<file path="src/rtl/bee526_pkg.sv">
// Shared constants and types for the SRAM-attached image stages.
package bee526_pkg;

  localparam logic [7:0] INST_NOP   = 8'd0;
  localparam logic [7:0] INST_WRITE = 8'd2;
  localparam logic [7:0] INST_READ  = 8'd3;

  localparam int unsigned GS_IMG_BYTE_LENGTH  = 16384;
  localparam int unsigned RGB_IMG_BYTE_LENGTH = 49152;

  typedef enum logic [1:0] {
    StIdle,
    StIssue,
    StReceive,
    StFinish
  } fb_state_e;

endpackage

</file>
<file path="src/rtl/serial_byte_assembler.sv">
// Collects a serial MSB-first bit stream into bytes; o_byte_valid marks the 8th bit.
module serial_byte_assembler (
  input  logic       clk,
  input  logic       rst_n,
  input  logic       i_clear,
  input  logic       i_bit,
  input  logic       i_strobe,
  output logic [7:0] o_byte,
  output logic       o_byte_valid
);

  logic [6:0] r_shift;
  logic [2:0] r_bit_cnt;

  always_ff @(posedge clk or negedge rst_n) begin
    if (!rst_n) begin
      r_shift   <= '0;
      r_bit_cnt <= '0;
    end else if (i_clear) begin
      r_shift   <= '0;
      r_bit_cnt <= '0;
    end else if (i_strobe) begin
      r_shift   <= {r_shift[5:0], i_bit};
      r_bit_cnt <= r_bit_cnt + 3'd1;
    end
  end

  // The completing bit is folded in combinationally so the byte is usable in its arrival cycle.
  assign o_byte       = {r_shift, i_bit};
  assign o_byte_valid = i_strobe && (r_bit_cnt == 3'd7);

endmodule

</file>
<file path="src/rtl/foreground_bbox.sv">
// Reads the foreground mask serially from SRAM and reduces it to count, bounding box and motion.
module foreground_bbox
  import bee526_pkg::*;
#(
  parameter int unsigned IMG_W      = 128,
  parameter int unsigned IMG_H      = 128,
  parameter logic [7:0]  READ_INST  = INST_READ,
  parameter int unsigned MIN_PIXELS = 16
) (
  input  logic        clk,
  input  logic        rst_n,
  input  logic [1:0]  sram_select_in,
  input  logic [23:0] mask_address,
  input  logic        execute,
  input  logic [3:0]  mem_out,
  input  logic [3:0]  io_valid,
  input  logic [3:0]  rw_done,
  output logic [7:0]  inst        [0:3],
  output logic [23:0] address     [0:3],
  output logic [23:0] byte_length [0:3],
  output logic        job_done,
  output logic        error,
  output logic [14:0] fg_count,
  output logic [6:0]  x_min,
  output logic [6:0]  x_max,
  output logic [6:0]  y_min,
  output logic [6:0]  y_max,
  output logic        bbox_valid,
  output logic        motion
);

  localparam logic [14:0] TOTAL    = 15'(IMG_W * IMG_H);
  localparam logic [23:0] BYTE_LEN = 24'(IMG_W * IMG_H);
  localparam logic [6:0]  X_LAST   = 7'(IMG_W - 1);

  fb_state_e   r_state;
  logic [1:0]  r_ch;
  logic [14:0] r_p;
  logic [6:0]  r_x, r_y;
  logic [14:0] r_count;
  logic [6:0]  r_xmin, r_xmax, r_ymin, r_ymax;
  logic        r_short;

  logic [1:0]  w_sel_ch;
  logic        w_strobe, w_byte_valid, w_fg, w_done;
  logic [7:0]  w_byte;
  logic [14:0] w_p_next;

  assign w_sel_ch = sram_select_in + 2'd1;
  // Bits beyond the last pixel never reach the assembler.
  assign w_strobe = (r_state == StReceive) && io_valid[r_ch] && (r_p != TOTAL);
  assign w_done   = (r_state == StReceive) && rw_done[r_ch];
  assign w_fg     = w_byte_valid && (w_byte != 8'd0);
  assign w_p_next = r_p + 15'(w_byte_valid);

  serial_byte_assembler u_asm (
    .clk         (clk),
    .rst_n       (rst_n),
    .i_clear     (r_state == StIdle),
    .i_bit       (mem_out[r_ch]),
    .i_strobe    (w_strobe),
    .o_byte      (w_byte),
    .o_byte_valid(w_byte_valid)
  );

  always_ff @(posedge clk or negedge rst_n) begin
    if (!rst_n) begin
      r_state    <= StIdle;
      r_ch       <= '0;
      r_p        <= '0;
      r_x        <= '0;
      r_y        <= '0;
      r_count    <= '0;
      r_xmin     <= '0;
      r_xmax     <= '0;
      r_ymin     <= '0;
      r_ymax     <= '0;
      r_short    <= 1'b0;
      job_done   <= 1'b0;
      error      <= 1'b0;
      fg_count   <= '0;
      x_min      <= '0;
      x_max      <= '0;
      y_min      <= '0;
      y_max      <= '0;
      bbox_valid <= 1'b0;
      motion     <= 1'b0;
      for (int i = 0; i < 4; i++) begin
        inst[i]        <= INST_NOP;
        address[i]     <= '0;
        byte_length[i] <= '0;
      end
    end else begin
      job_done <= 1'b0;
      unique case (r_state)
        StIdle: begin
          if (execute) begin
            r_state               <= StIssue;
            r_ch                  <= w_sel_ch;
            r_p                   <= '0;
            r_x                   <= '0;
            r_y                   <= '0;
            r_count               <= '0;
            r_xmin                <= 7'd127;
            r_ymin                <= 7'd127;
            r_xmax                <= '0;
            r_ymax                <= '0;
            inst[w_sel_ch]        <= READ_INST;
            address[w_sel_ch]     <= mask_address;
            byte_length[w_sel_ch] <= BYTE_LEN;
          end
        end
        StIssue: begin
          inst[r_ch] <= INST_NOP;
          r_state    <= StReceive;
        end
        StReceive: begin
          if (w_byte_valid) begin
            r_p <= w_p_next;
            if (r_x == X_LAST) begin
              r_x <= '0;
              r_y <= r_y + 7'd1;
            end else begin
              r_x <= r_x + 7'd1;
            end
            if (w_fg) begin
              r_count <= r_count + 15'd1;
              if (r_x < r_xmin) r_xmin <= r_x;
              if (r_x > r_xmax) r_xmax <= r_x;
              if (r_y < r_ymin) r_ymin <= r_y;
              if (r_y > r_ymax) r_ymax <= r_y;
            end
          end
          // Completeness uses the pixel index including a byte finishing this cycle.
          if (w_done) begin
            r_state <= StFinish;
            r_short <= (w_p_next != TOTAL);
          end
        end
        StFinish: begin
          fg_count   <= r_count;
          bbox_valid <= (r_count != 15'd0);
          motion     <= (r_count >= 15'(MIN_PIXELS));
          error      <= r_short;
          job_done   <= 1'b1;
          if (r_count != 15'd0) begin
            x_min <= r_xmin;
            x_max <= r_xmax;
            y_min <= r_ymin;
            y_max <= r_ymax;
          end else begin
            x_min <= '0;
            x_max <= '0;
            y_min <= '0;
            y_max <= '0;
          end
          for (int i = 0; i < 4; i++) begin
            inst[i]        <= INST_NOP;
            address[i]     <= '0;
            byte_length[i] <= '0;
          end
          r_state <= StIdle;
        end
        default: r_state <= StIdle;
      endcase
    end
  end

endmodule

</file>
<file path="config.mk">
export PLATFORM = sky130hd
export DESIGN_NAME = foreground_bbox
export DESIGN_NICKNAME = d
export VERILOG_FILES = /design/src/rtl/bee526_pkg.sv /design/src/rtl/serial_byte_assembler.sv /design/src/rtl/foreground_bbox.sv
export SDC_FILE = /design/constraint.sdc
export NUM_CORES = 1
export LEC_CHECK = 0
export ABC_AREA = 1
export CAP_MARGIN = 0
export CORE_MARGIN = 2
export CORE_UTILIZATION = 30
export CTS_BUF_LIST = sky130_fd_sc_hd__clkbuf_4 sky130_fd_sc_hd__clkbuf_8
export CTS_CLUSTER_SIZE = 40
export DETAILED_ROUTE_END_ITERATION = 16
export MAX_ROUTING_LAYER = met4
export SETUP_SLACK_MARGIN = 0.15
export SYNTH_ARGS = -nofsm -noshare
export SYNTH_HDL_FRONTEND = slang
export SYNTH_SLANG_ARGS = --single-unit
</file>
<file path="constraint.sdc">
create_clock -name clk -period 2.48 [get_ports clk]
set_input_delay 0.496 -clock clk [delete_from_list [all_inputs] [get_ports clk]]
set_output_delay 0.496 -clock clk [all_outputs]
set_load 0.1 [all_outputs]
</file>
==> flow_summary.ini, run 1 <==
[run_status]
status = finished, final reports clean

[global_routing]
track_usage = 0.1741
grt_max_degree = 70
grt_pass1_wl_um = 71300
overflow = 0
grt_antenna_before_repair = 0
grt_pass1_vias = 12808

[cts]
htreeDepth = 3
clock_tree.buffer_depth = 3
cts_root_buf = clkbuf_8
cts_buffers = 66
cts_tree = built
clkTransAtPathRegs_ns = 0.06
cts_sinks = 358
clk-insertion-delay-late_ns = 0.61

[pwr]
p_per_area_mw_per_mm2 = 1402
fin_total_pwr_mw = 29.00
peakVddDrop_mv = 0.7515
power.leakage_nw = 10.65

[hold_path]
hp-class = input port to async pin

[finish]
multi_input_area_mm2 = 0.004922
layout.nets = 2210
post-route-util = 0.4104
stdcell_count = 2847
fill_cells = 5014
regArea_mm2 = 0.008961
drive_gt1_frac = 0.2359
antenna_cells = 0
syn2layout_area_growth_pct = 34.66

[sta]
max_slew_margin = 0.5679
setup_ws_ns = 0.1982
final_hold_viol_count = 0
clock.fmax_ghz = 0.4383
worst_slew_pin_slew_ns = 0.6482
fin_skew_ns = 0.02132
rsz0062_at_grt = yes
period_minus_slack_ns = 2.282
period_share = 0.9201
finalSetupViolCount = 0
finalMaxSlewViolations = 0

[worst_setup_path]
path_class = flip-flop to flip-flop
cp_max_fo = 4
end_kind = flip-flop
arrival_ns = 2.76
crit_path_start_kind = flip-flop
required_ns = 2.96

[floorplanning]
design.core.area_mm2 = 0.05038
die_area_mm2 = 0.05301
die_x_um = 230.2
fp.dieH_um = 230.2
io_pins = 312
row_count = 82
start_util = 0.3048

[detailed_routing]
dr.pass1.iters = 5
drt-total-wl_um = 44950
drc_errors = 0
drt_iter0_markers = 806
vias_per_cell = 4.511
antenna_left = 0
vias = 12842
wl_per_cell_um = 15.79

[yosys]
yosysUniqueCellTypes = 41
yosys_register_bits = 358
syn-num-nets = 1809
async_reset_ff_frac = 1.000
synth-edff-count = 0
ys_warn_count = 0
synth-seq-area-share = 0.5834
synth_ff_type = dfrtp_1
syn-cell-area_mm2 = 0.01535
synth_area_per_cell_um2 = 8.896
synth_cells = 1726

[placed_design]
portBuffers = 311
routabilityCongestion = 0.8839
dp_slack_ns = -0.4216
dp_hpwl_um = 31920
dp_cells = 2721

[job]
maxCapViolCount = 0
==> metrics by stage <==
step           cell area, µm²  setup TNS (ns)  hold slack, ns
6_report                20680               0          0.4213
5_1_grt                 20680               0          0.4026
4_1_cts                 20540               0          0.3741
3_5_place_dp            19070          -1.310          0.4598
3_3_place_gp            19070          -1.182          0.4524
2_1_floorplan           15350               0          0.2004
==> final timing paths <==
path                                     start                            to  slack (ns)  cells past startpoint
min in group clk           inst[0]$_DFFE_PN0P_           inst[0]$_DFFE_PN0P_        0.48                      2
setup / recovery           r_ch[0]$_DFFE_PN0P_           r_short$_DFFE_PN0P_        0.20                     19
setup reg to reg           r_ch[0]$_DFFE_PN0P_           r_short$_DFFE_PN0P_        0.20                     19
hold / removal                           rst_n  u_asm.r_shift[2]$_DFFE_PN0P_        0.42                      2
hold reg to reg            inst[0]$_DFFE_PN0P_           inst[0]$_DFFE_PN0P_        0.48                      2
max in group asynchronous                rst_n        address[2]$_DFFE_PN0P_        1.28                      3
==> worst max-delay path: stages, from the launching register on <==
cell and delay [ns]:
dfrtp_2 0.43, inv_2 0.07, nand2_1 0.05, nand2_1 0.06, nand2_1 0.06, nand2_2 0.11
nand4_4 0.10, inv_2 0.09, ha_4 0.14, ha_4 0.14, nand3_4 0.09, buf_6 0.13
o21ai_1 0.10, nand2_1 0.08, nor2_1 0.11, nand2_1 0.07, nor2_2 0.11, nand3_1 0.09
nand2_1 0.06, nand2_1 0.05
==> synth_stat cells (3+ instances only) <==
master    instances  area [µm²]
o21ai_0          74       370.4
nor3_1           17       85.08
xor2_1           13       113.9
nand2_2           5       31.28
nor2_1          185       694.4
nand2_1         356        1336
ha_1             42       525.5
inv_1           346        1299
clkbuf_1         20       75.07
buf_1             6       22.52
a21o_1            3       22.52
nand4_1          46       287.8
dfrtp_1         358        8959
or2_2             9       56.30
buf_2            24       120.1
nand3b_1          5       37.54
nand3_1          56       280.3
a21oi_1          18       90.09
a21boi_0          3       22.52
buf_4             7       52.55
o21ai_1          11       55.05
o22ai_1          96       600.6
==> placed cells by master (no fill, tap or decap), types with 9 or more instances in the layout <==
cell             instances
nand3_1                 55
buf_12                  14
o22ai_1                 96
nor3_1                  17
or2_2                    9
clkdlybuf4s50_1         39
clkbuf_8                84
dfrtp_1                356
nand2_1                356
buf_4                  337
inv_1                  343
o21ai_1                 11
o21ai_0                 68
ha_1                    38
xor2_1                  13
nor2_1                 182
clkinv_2                14
nand4_1                 46
clkbuf_4                13
a21oi_1                 18
==> layer usage <==
layer | track usage | wire length [µm] | share of wire | up-vias
met2 | 0.2734 | 20890 | 0.46 | 394
met1 | 0.2241 | 20190 | 0.45 | 6171
met3 | 0.03782 | 3023 | 0.067 | 62
li1 | - | - | - | 6215
met5 | - | 0 | 0 | -
met4 | 0.05565 | 838 | 0.019 | 0
==> state kept, by name, indices dropped and copies added (netlist names), 2 cells and up <==
signal and count:
address 96, byte_length 96, fg_count 15, inst 32, r_ch 2, r_count 15
r_p 15, r_state 2, r_x 7, r_xmax 7, r_xmin 7, r_y 7
r_ymax 7, r_ymin 7, u_asm.r_bit_cnt 3, u_asm.r_shift 7, x_max 7, x_min 7
y_max 7, y_min 7
==> report_power, final <==
group / internal [mW] / switching (mW)
clock network: 3.46 / 2.50
logic: 3.34 / 11.7
registers: 7.12 / 0.851
==> cells by family (layout without fill, tap and decap cells) <==
group / after synthesis / count (layout) / synth area share
AOI/OAI and AO/OA: 212 / 212 / 0.07929
and+or+nand+nor: 690 / 690 / 0.1898
xor gates and xnor gates: 15 / 15 / 0.008556
adders and majority gates: 42 / 42 / 0.03422
DFF: 358 / 358 / 0.5834
buffers and inverters: 408 / 857 / 0.1041
muxes: 1 / 1 / 0.0006519
==> what timing repair did <==
item                       4_1_cts  5_1_grt
hold buffers                     1        0
buffers inserted                 2        7
setup endpoints to repair        1       49
hold endpoints to repair        38        0
pin swaps                        2        5
gates cloned                     0        0
gates resized for setup          7       19
==> cell type report <==
cell class                 instances  area share
clock buffer                      97     0.06064
clock inverter                    19    0.007504
inverter                         348     0.06318
multi-input combinational        960      0.2381
sequential                       358      0.4334
tap                              672     0.04067
timing repair buffer             393      0.1566
(Power assumes the default switching activity.)
==> run 2, diff against run 1 <==
--- a/config.mk
+++ b/config.mk
@@ -7,7 +7,7 @@
 export LEC_CHECK = 0
 export ABC_AREA = 1
 export CAP_MARGIN = 0
-export CORE_MARGIN = 2
+export CORE_MARGIN = 5
 export CORE_UTILIZATION = 30
 export CTS_BUF_LIST = sky130_fd_sc_hd__clkbuf_4 sky130_fd_sc_hd__clkbuf_8
 export CTS_CLUSTER_SIZE = 40
==> flow_summary.ini, run 2 (synthesis results as in run 1) <==
[worst_setup_path]
r2r_slack_ns = 0.24
path_common_cell = nand2_1
path_class = flip-flop to flip-flop
critical_path.slowest_cell = dfrtp_1
cp_max_fo = 7
cp_cell_sequence = nor2_1 -> nand2_1 -> nor2_1 -> nand2_1 -> nand4_2 -> inv_2 -> ha_4 -> ha_4 -> nand3_2 -> nor2_2 -> buf_6 -> nand2_1 -> nand2_1 -> nor2_1 -> nand2_1 -> nor2_1 -> nand3_1 -> nand2_1 -> nand2_1
end_kind = flip-flop
required_ns = 2.98
crit_path_start_kind = flip-flop
arrival_ns = 2.73
slowest_delay_ns = 0.43

[floorplanning]
die_area_mm2 = 0.05581
design.core.area_mm2 = 0.05099
fp.dieH_um = 236.2
io_pins = 312
start_util = 0.3011
row_count = 83
die_x_um = 236.2

[sta]
max_slew_margin = 0.5837
rsz0062_at_grt = yes
clock.fmax_ghz = 0.4467
finalMaxSlewViolations = 0
hold_slack_ns = 0.4175
period_minus_slack_ns = 2.239
finalSetupViolCount = 0
fin_skew_ns = 0.02290
period_share = 0.9027
setup_ws_ns = 0.2413
final_hold_viol_count = 0
worst_slew_pin_slew_ns = 0.6244

[pwr]
p_per_area_mw_per_mm2 = 1401
peakVddDrop_mv = 0.8010
fin_total_pwr_mw = 28.96
power.leakage_nw = 10.65

[global_routing]
top_usage_layer = met2
grt_max_degree = 62
overflow = 0
grt.met2_usage = 0.2571
grt_pass1_vias = 12704
use_met1 = 0.2158
use_met3 = 0.04829
grt_antenna_before_repair = 3
track_usage = 0.1658
grt_pass1_wl_um = 72550

[placed_design]
routabilityCongestion = 0.8519
dp_hpwl_um = 33260
dp_slack_ns = -0.3939
portBuffers = 311

[detailed_routing]
drt_iter0_markers = 721
drc_errors = 0
wl_per_cell_um = 16.14
antenna_left = 0
vias = 12831
vias_per_cell = 4.496
dr.pass1.iters = 6
drt-total-wl_um = 46050

[finish]
multi_input_area_mm2 = 0.004908
drive_gt1_frac = 0.2327
fill_cells = 5073
final_common_cell = dfrtp_1
layout.nets = 2207
syn2layout_area_growth_pct = 34.59
reg_top3 = address (96), byte_length (96), inst (32)
post-route-util = 0.4053
regArea_mm2 = 0.008959
final_cell_mix = dfrtp_1 (358), nand2_1 (356), inv_1 (344)

[job]
maxCapViolCount = 0

[cts]
clkTransAtPathRegs_ns = 0.06
htreeDepth = 3
cts_buffers = 67
clk-insertion-delay-late_ns = 0.62
clock_tree.buffer_depth = 3
cts_tree = built
cts_root_buf = clkbuf_8
cts_sinks = 358

[hold_path]
hp-class = input port to async pin

[run_status]
status = finished, final reports clean
run 2: changes by cell type in the layout (fill, tap and decap cells not counted), sizes merged:
cell    previous run  this run
inv              348       351
clkinv            16         8
bufinv             2         1
buf              353       349
clkbuf            97       102
diode              0         4
run 2: metrics by stage:
stage          std cells   TNS (ns)  area (µm²)
2_1_floorplan       1726          0       15350
3_3_place_gp        2728     -1.068       19100
3_5_place_dp        2728     -1.435       19100
4_1_cts             2847          0       20580
5_1_grt             2853  -0.006338       20660
6_report            2854          0       20670
run 2: metal layers:
layer  part of all wire  up-vias
met4              0.015        0
met2               0.46      363
li1                   -     6209
met3              0.074       61
met5                  0        -
met1               0.45     6198
run 2: path summary, 6_finish.rpt:
| kind | cells after the start | start | end |
|---|---|---|---|
| setup / recovery | 19 | r_p[1]$_DFFE_PN0P_ | r_short$_DFFE_PN0P_ |
| hold / removal | 2 | rst_n | byte_length[7]$_DFFE_PN0P_ |
| setup reg to reg | 19 | r_p[1]$_DFFE_PN0P_ | r_short$_DFFE_PN0P_ |
| hold reg to reg | 2 | r_ymin[2]$_DFFE_PN0P_ | r_ymin[2]$_DFFE_PN0P_ |
| max in group asynchronous | 3 | rst_n | y_min[4]$_DFFE_PN0P_ |
| min in group clk | 2 | r_ymin[2]$_DFFE_PN0P_ | r_ymin[2]$_DFFE_PN0P_ |
run 2: report_power, final:
part / total (mW) / leakage (nW) / switching, mW / internal [mW]
registers: 7.96 / 4.87 / 0.837 / 7.12
clock network: 5.95 / 0.750 / 2.50 / 3.45
logic: 15.1 / 5.03 / 11.8 / 3.27
run 2: worst max-delay path, delay by kind of cell (launching register included):
kind	cells	cell delay (ns)
fa+ha+maj	2	0.32
flops	1	0.43
simple gates	15	1.19
buf+inv	2	0.18
run 2: final cells by class:
type,count,share of cell area
sequential,358,0.4335
multi-input combinational,960,0.2375
timing repair buffer,389,0.1558
inverter,348,0.06321
clock buffer,102,0.06278
tap,680,0.04117
clock inverter,13,0.005570
antenna,4,0.0004843
run 2: repair_timing:
action | 4_1_cts | 5_1_grt
resized for setup | 3 | 12
pin swaps | 1 | 3
endpoints found under the hold margin | 40 | 0
hold buffers | 1 | 0
setup endpoints to repair | 36 | 71
setup buffers | 3 | 3
